File: src/rtl/macro_io_arbiter.sv
// Output-stage arbiter: one experiment macro at a time owns the wishbone response path and the pads.
// Ownership is chosen through a local CTRL CSR and handed over break-before-make through a tristate guard window.
module macro_io_arbiter #(
    parameter int          NUM_MACROS   = 4,
    parameter int          IO_W         = 38,
    parameter int          GUARD_CYCLES = 4,
    parameter int          ACK_TIMEOUT  = 255,
    parameter logic [31:0] CSR_BASE     = 32'h3000_0000
) (
    input  logic                       wb_clk_i,
    input  logic                       wb_rst_ni,
    input  logic                       wbs_stb_i,
    input  logic                       wbs_cyc_i,
    input  logic                       wbs_we_i,
    input  logic [3:0]                 wbs_sel_i,
    input  logic [31:0]                wbs_adr_i,
    input  logic [31:0]                wbs_dat_i,
    output logic                       wbs_ack_o,
    output logic [31:0]                wbs_dat_o,
    input  logic [NUM_MACROS-1:0]      m_ack_i,
    input  logic [32*NUM_MACROS-1:0]   m_dat_i,
    input  logic [IO_W*NUM_MACROS-1:0] m_io_out_i,
    input  logic [IO_W*NUM_MACROS-1:0] m_io_oeb_i,
    output logic [NUM_MACROS-1:0]      m_active_o,
    output logic [NUM_MACROS-1:0]      m_stb_o,
    output logic [IO_W-1:0]            io_out,
    output logic [IO_W-1:0]            io_oeb
);

    localparam int OW = $clog2(NUM_MACROS);
    localparam int GW = $clog2(GUARD_CYCLES + 1);
    localparam int TW = $clog2(ACK_TIMEOUT + 1);
    localparam logic [NUM_MACROS-1:0] LSB = {{(NUM_MACROS-1){1'b0}}, 1'b1};
    localparam logic [29:0] CTRL_WA = CSR_BASE[31:2];
    localparam logic [29:0] STAT_WA = CSR_BASE[31:2] + 30'd1;
    localparam logic [31:0] ERR_DATA = 32'hDEAD_BEEF;

    typedef enum logic [1:0] {S_OFF = 2'd0, S_GUARD = 2'd1, S_ON = 2'd2} own_state_t;
    typedef enum logic [1:0] {B_IDLE, B_FWD, B_RESP} bus_state_t;

    own_state_t     state;
    bus_state_t     bstate;
    logic [OW-1:0]  owner;
    logic [OW-1:0]  fwd_idx;
    logic [GW-1:0]  gcnt;
    logic [TW-1:0]  tmr;
    logic [2:0]     ctrl_sel;
    logic           ctrl_en;
    logic           ctrl_upd;
    logic           timeout_err;
    logic           badsel_err;

    logic           req;
    logic           hit_ctrl;
    logic           hit_stat;
    logic           wsel_ok;
    logic           leave_on;
    logic [31:0]    ctrl_word;
    logic [31:0]    status_word;
    logic [IO_W-1:0] own_out;
    logic [IO_W-1:0] own_oeb;
    logic [31:0]    fwd_dat;
    logic           fwd_ack;
    logic           unused_bits;

    assign req         = wbs_cyc_i & wbs_stb_i;
    assign hit_ctrl    = wbs_adr_i[31:2] == CTRL_WA;
    assign hit_stat    = wbs_adr_i[31:2] == STAT_WA;
    assign wsel_ok     = int'(wbs_dat_i[2:0]) < NUM_MACROS;
    assign ctrl_word   = {23'd0, ctrl_en, 5'd0, ctrl_sel};
    assign status_word = {22'd0, badsel_err, timeout_err, 2'd0, state, 1'b0, 3'(owner)};
    assign unused_bits = ^{wbs_sel_i, wbs_dat_i[31:10], wbs_dat_i[7:3], wbs_adr_i[1:0]};

    // An applied CTRL update that moves us out of ON must tristate the pads on the same edge.
    assign leave_on = ctrl_upd && (!ctrl_en || ctrl_sel != 3'(owner));

    always_comb begin
        own_out = '0;
        own_oeb = '1;
        fwd_dat = '0;
        fwd_ack = 1'b0;
        for (int k = 0; k < NUM_MACROS; k++) begin
            if (int'(owner) == k) begin
                own_out = m_io_out_i[k*IO_W +: IO_W];
                own_oeb = m_io_oeb_i[k*IO_W +: IO_W];
            end
            if (int'(fwd_idx) == k) begin
                fwd_dat = m_dat_i[k*32 +: 32];
                fwd_ack = m_ack_i[k];
            end
        end
    end

    // Ownership FSM; CTRL updates arrive one cycle after the write so they land after its ack.
    always_ff @(posedge wb_clk_i or negedge wb_rst_ni) begin
        if (!wb_rst_ni) begin
            state      <= S_OFF;
            owner      <= '0;
            gcnt       <= '0;
            m_active_o <= '0;
            io_out     <= '0;
            io_oeb     <= '1;
        end else begin
            if (state == S_ON && !leave_on) begin
                io_out <= own_out;
                io_oeb <= own_oeb;
            end else begin
                io_out <= '0;
                io_oeb <= '1;
            end
            case (state)
                S_OFF: begin
                    if (ctrl_upd && ctrl_en) begin
                        state <= S_GUARD;
                        gcnt  <= '0;
                    end
                end
                S_GUARD: begin
                    if (ctrl_upd) begin
                        if (ctrl_en) gcnt  <= '0;
                        else         state <= S_OFF;
                    end else if (gcnt == GW'(GUARD_CYCLES - 1)) begin
                        state      <= S_ON;
                        owner      <= ctrl_sel[OW-1:0];
                        m_active_o <= LSB << ctrl_sel[OW-1:0];
                    end else begin
                        gcnt <= gcnt + 1'b1;
                    end
                end
                S_ON: begin
                    if (leave_on) begin
                        state      <= ctrl_en ? S_GUARD : S_OFF;
                        gcnt       <= '0;
                        m_active_o <= '0;
                    end
                end
                default: begin
                    state      <= S_OFF;
                    m_active_o <= '0;
                end
            endcase
        end
    end

    // Bus FSM: local CSRs, forwarding to the owner, and error/timeout responses.
    always_ff @(posedge wb_clk_i or negedge wb_rst_ni) begin
        if (!wb_rst_ni) begin
            bstate      <= B_IDLE;
            wbs_ack_o   <= 1'b0;
            wbs_dat_o   <= '0;
            m_stb_o     <= '0;
            fwd_idx     <= '0;
            tmr         <= '0;
            ctrl_sel    <= '0;
            ctrl_en     <= 1'b0;
            ctrl_upd    <= 1'b0;
            timeout_err <= 1'b0;
            badsel_err  <= 1'b0;
        end else begin
            ctrl_upd <= 1'b0;
            case (bstate)
                B_IDLE: begin
                    if (req) begin
                        if (hit_ctrl || hit_stat) begin
                            wbs_ack_o <= 1'b1;
                            wbs_dat_o <= hit_ctrl ? ctrl_word : status_word;
                            bstate    <= B_RESP;
                            if (wbs_we_i && hit_ctrl) begin
                                if (wsel_ok) begin
                                    ctrl_sel <= wbs_dat_i[2:0];
                                    ctrl_en  <= wbs_dat_i[8];
                                    ctrl_upd <= 1'b1;
                                end else begin
                                    badsel_err <= 1'b1;
                                end
                            end
                            if (wbs_we_i && hit_stat) begin
                                if (wbs_dat_i[8]) timeout_err <= 1'b0;
                                if (wbs_dat_i[9]) badsel_err  <= 1'b0;
                            end
                        end else if (state == S_ON) begin
                            m_stb_o <= LSB << owner;
                            fwd_idx <= owner;
                            tmr     <= '0;
                            bstate  <= B_FWD;
                        end else begin
                            wbs_ack_o <= 1'b1;
                            wbs_dat_o <= ERR_DATA;
                            bstate    <= B_RESP;
                        end
                    end
                end
                B_FWD: begin
                    if (!wbs_cyc_i) begin
                        m_stb_o <= '0;
                        bstate  <= B_IDLE;
                    end else if (fwd_ack) begin
                        m_stb_o   <= '0;
                        wbs_ack_o <= 1'b1;
                        wbs_dat_o <= fwd_dat;
                        bstate    <= B_RESP;
                    end else if (tmr == TW'(ACK_TIMEOUT - 1)) begin
                        m_stb_o     <= '0;
                        wbs_ack_o   <= 1'b1;
                        wbs_dat_o   <= ERR_DATA;
                        timeout_err <= 1'b1;
                        bstate      <= B_RESP;
                    end else begin
                        tmr <= tmr + 1'b1;
                    end
                end
                B_RESP: begin
                    wbs_ack_o <= 1'b0;
                    bstate    <= B_IDLE;
                end
                default: begin
                    wbs_ack_o <= 1'b0;
                    m_stb_o   <= '0;
                    bstate    <= B_IDLE;
                end
            endcase
        end
    end

endmodule

File: config.mk
export PLATFORM = sky130hd
export DESIGN_NAME = macro_io_arbiter
export DESIGN_NICKNAME = d
export VERILOG_FILES = /design/src/rtl/macro_io_arbiter.sv
export SDC_FILE = /design/constraint.sdc
export NUM_CORES = 1
export LEC_CHECK = 0
export CORE_AREA = 2 2 243 245
export DETAILED_ROUTE_END_ITERATION = 10
export DIE_AREA = 0 0 245 247
export PLACE_DENSITY = 0.44
export SYNTH_ARGS = -nofsm -noshare
export SYNTH_HDL_FRONTEND = slang
export SYNTH_SLANG_ARGS = --single-unit
File: constraint.sdc
create_clock -name wb_clk_i -period 2.65 [get_ports wb_clk_i]
set_clock_uncertainty 0.1 [all_clocks]
set_input_delay 0.3975 -clock wb_clk_i [delete_from_list [all_inputs] [get_ports wb_clk_i]]
set_output_delay 0.3975 -clock wb_clk_i [all_outputs]
set_load 0.005 [all_outputs]
==> impl_metrics.tcl <==
set metrics [dict create \
    status "completed" \
    coreArea_mm2 0.05824 \
    post_cts_resized 0 \
    routed_wl_um 41230 \
    syn_to_final_growth_pct 90.87 \
    wl_per_cell_um 20.84 \
    syn_inst 598 \
    pwr-share-comb_pct 16.7 \
    cap_violations 0 \
    worst-setup-path-type "input port to register" \
    yosysSeqAreaShare_pct 43.16 \
    fmax_mhz 409.6 \
    synth_cell_types 53 \
    synth_ff_type "dfrtp_1" \
    grt_first_pass_wirelength_um 57210 \
    worst_pin_slew_ps 676.4 \
    crit_path_start_kind "input port" \
    cts_max_path_buffers 2 \
    drive_above_1_share_pct 24.15 \
    clkPwrFrac_pct 46.1 \
    seqPwrFrac_pct 37.2 \
    synth-xor-area-share_pct 0.7298 \
    grt_max_degree 80 \
    hold_violations 0 \
    synthSimpleGateAreaFrac_pct 12.50 \
    period_needed_ps 2441 \
    worstPathRequired_ps 2920 \
    antenna_found_initial 2 \
    end_kind "register" \
    clk_pin_slew_ps 70 \
    antenna_left 0 \
    syn-num-nets 1111 \
    clock_sinks 143 \
    insertion_delay_ps 480 \
    dieArea_mm2 0.06052 \
    drt_iter0_markers 252 \
    vias_per_cell 3.827 \
    vias 7573 \
    clockRootBuffer "clkbuf_16" \
    irDropWorstVdd_mv 0.4745 \
    die_x_um 245 \
    synth-edff-count 0 \
    yosysWarnings 0 \
    ys_ff_latch 143 \
    start_util_pct 14.42 \
    fin_tns_setup_ps 0 \
    grt_usage_pct 13.39 \
    synthArstFlopShare_pct 100.0 \
    fin_crit_sh_pct 92.13 \
    grt_setup_unrepaired "no" \
    hpwl_um 33150 \
    synth_mux_area_share_pct 36.09 \
    avgSynthCellArea_um2 14.05 \
    row_count 89 \
    ioPinCount 626 \
    grt_pass1_vias 8231 \
    switchingPower_mw 1.374 \
    netlist_area_mm2 0.008401 \
    min_path_type "input port to async pin" \
    grt.overflow.total 0 \
    htree_num_levels 4 \
    fp.dieH_um 247 \
    switching_share_pct 23.22 \
    finalNetCount 1705 \
    drc 0 \
    synth_top_family_by_area "multiplexers" \
    critPathMaxFanout 4 \
    cts_tree "built" \
    gp_congestion 0.8217 \
    port_buffers 592 \
    leakage_nw 5.827 \
    synthAdderAreaFrac_pct 0.5958 \
    power_density_mw_per_mm2 368.9 \
    setup_viol 0 \
    whs_ps 362.4 \
    relSlewSlack_pct 54.90 \
    cts_buffers 17 \
    drv_slew 0 \
    p_int_mw 4.542 \
    synth_compound_area_share_pct 3.247 \
    dr.pass1.iters 4 \
    cp_data_arrival_time_ps 2710 \
]
layout make-up:
| type | instances | area (um2) |
|---|---|---|
| fillers | 6015 | 42210 |
| repair buffers | 622 | 6255 |
| multi-input cells | 392 | 4479 |
| flip-flops and latches | 143 | 3635 |
| well taps | 773 | 967.2 |
| clock buffers | 17 | 425.4 |
| clock inverters | 15 | 210.2 |
| inverters | 16 | 60.06 |
| diodes | 1 | 2.502 |
Yosys cell counts, types with 2 or more instances:
master     count  share of area, %
buf_12         2              0.48
nor3b_1        3              0.27
mux2_4        20               3.6
inv_1         16              0.71
a22o_1         2              0.21
dfrtp_1      105                31
a31oi_1        3              0.22
o2bb2ai_1      4              0.42
buf_6          2              0.27
clkbuf_2       2              0.12
nand2b_1       6              0.45
nor2b_1       47               3.5
or2_2         38               2.8
nor3_1         8              0.48
ha_1           4              0.60
mux4_2       109                29
mux2_2        14               1.9
buf_1          4              0.18
dfstp_2       38                12
buf_2          9              0.54
a21oi_1        9              0.54
nor2_1        53               2.4
xnor2_1        7              0.73
o21ai_0        6              0.36
nand4_1        3              0.22
mux2_1         7              0.94
nand2_1       16              0.71
a32o_1         2              0.24
mux2i_1        4              0.48
nor4_1         6              0.45
clkbuf_1      27               1.2
sequential cells by signal (all words and copies together) (netlist names), 2 cells and up:
signal      cells
fwd_idx         2
m_stb_o         4
owner           2
gcnt            3
m_active_o      4
io_out         38
ctrl_sel        3
io_oeb         38
state           2
wbs_dat_o      32
tmr             8
bstate          2
cells in the final DEF (no fill, tap or decap), drive strengths merged, types with 17 or more instances in the layout:
cell,netlist,layout
buf,18,30
clkbuf,29,17
clkdlybuf4s50,0,591
dfrtp,105,105
dfstp,38,38
inv,16,20
mux2,41,41
mux4,109,109
nor2,53,53
nor2b,47,47
or2,39,39
critical path, cell delays in order:
cell             delay [ps]
clkdlybuf4s50_1         490
nor4_1                  410
nand4_1                 290
nor3_1                  320
buf_4                   170
nor3b_4                 260
mux2_2                  370
worst paths after layout:
kind                               start             to  slack (ps)  depth (start not counted)
max in group asynchronous      wb_rst_ni      io_oeb[2]        1310                          3
min reg2reg                wbs_dat_o[28]  wbs_dat_o[28]         390                          1
max                         wbs_adr_i[4]    ctrl_sel[0]         210                          7
min in group wb_clk_i      wbs_dat_o[28]  wbs_dat_o[28]         390                          1
max reg2reg                   fwd_idx[0]  wbs_dat_o[31]         390                          5
min                            wb_rst_ni  wbs_dat_o[31]         360                          2
routing by layer:
layer	share of wire [%]	vias to the layer above	track usage (%)	routed length, um
li1	-	3435	-	-
met1	41	3853	16.37	17110
met2	51	247	22.53	21150
met3	5.5	38	3.842	2279
met4	1.7	0	4.555	698
met5	0	-	0	0
timing repair:
item | 4_1_cts | 5_1_grt
endpoints found under the hold margin | 30 | 0
buffers inserted | 0 | 0
hold buffers | 1 | 0
cells by family (layout without fill, tap and decap cells):
family          after synthesis  after routing
fa+ha+maj                     4              4
buf+inv                      63            670
other cells                   0              1
simple gates                191            191
mux                         154            154
flops                       143            143
xor+xnor                      7              7
compound gates               36             36
power by group through the flow:
stage,sequential (mW),clock (mW),combinational (mW)
global placement,2.24,0,0.986
CTS,2.20,2.86,1.00
floorplan,2.24,0,0.180
finish,2.20,2.73,0.989
detailed placement,2.24,0,0.995
global route,2.20,2.94,1.05
stage by stage:
step	cell area, um2	total power [mW]	instances	utilization (%)	setup slack [ps]
5_1_grt	16030	6.188	1978	27.53	150.3
3_3_place_gp	15390	3.223	1945	26.42	-169.4
2_1_floorplan	8401	2.416	598	-	441.4
6_report	16030	5.916	1979	27.53	208.6
4_1_cts	16030	6.065	1978	27.53	251.1
3_5_place_dp	15390	3.232	1945	26.42	-296.3
No activity file was read; power rests on OpenSTA's default activity.
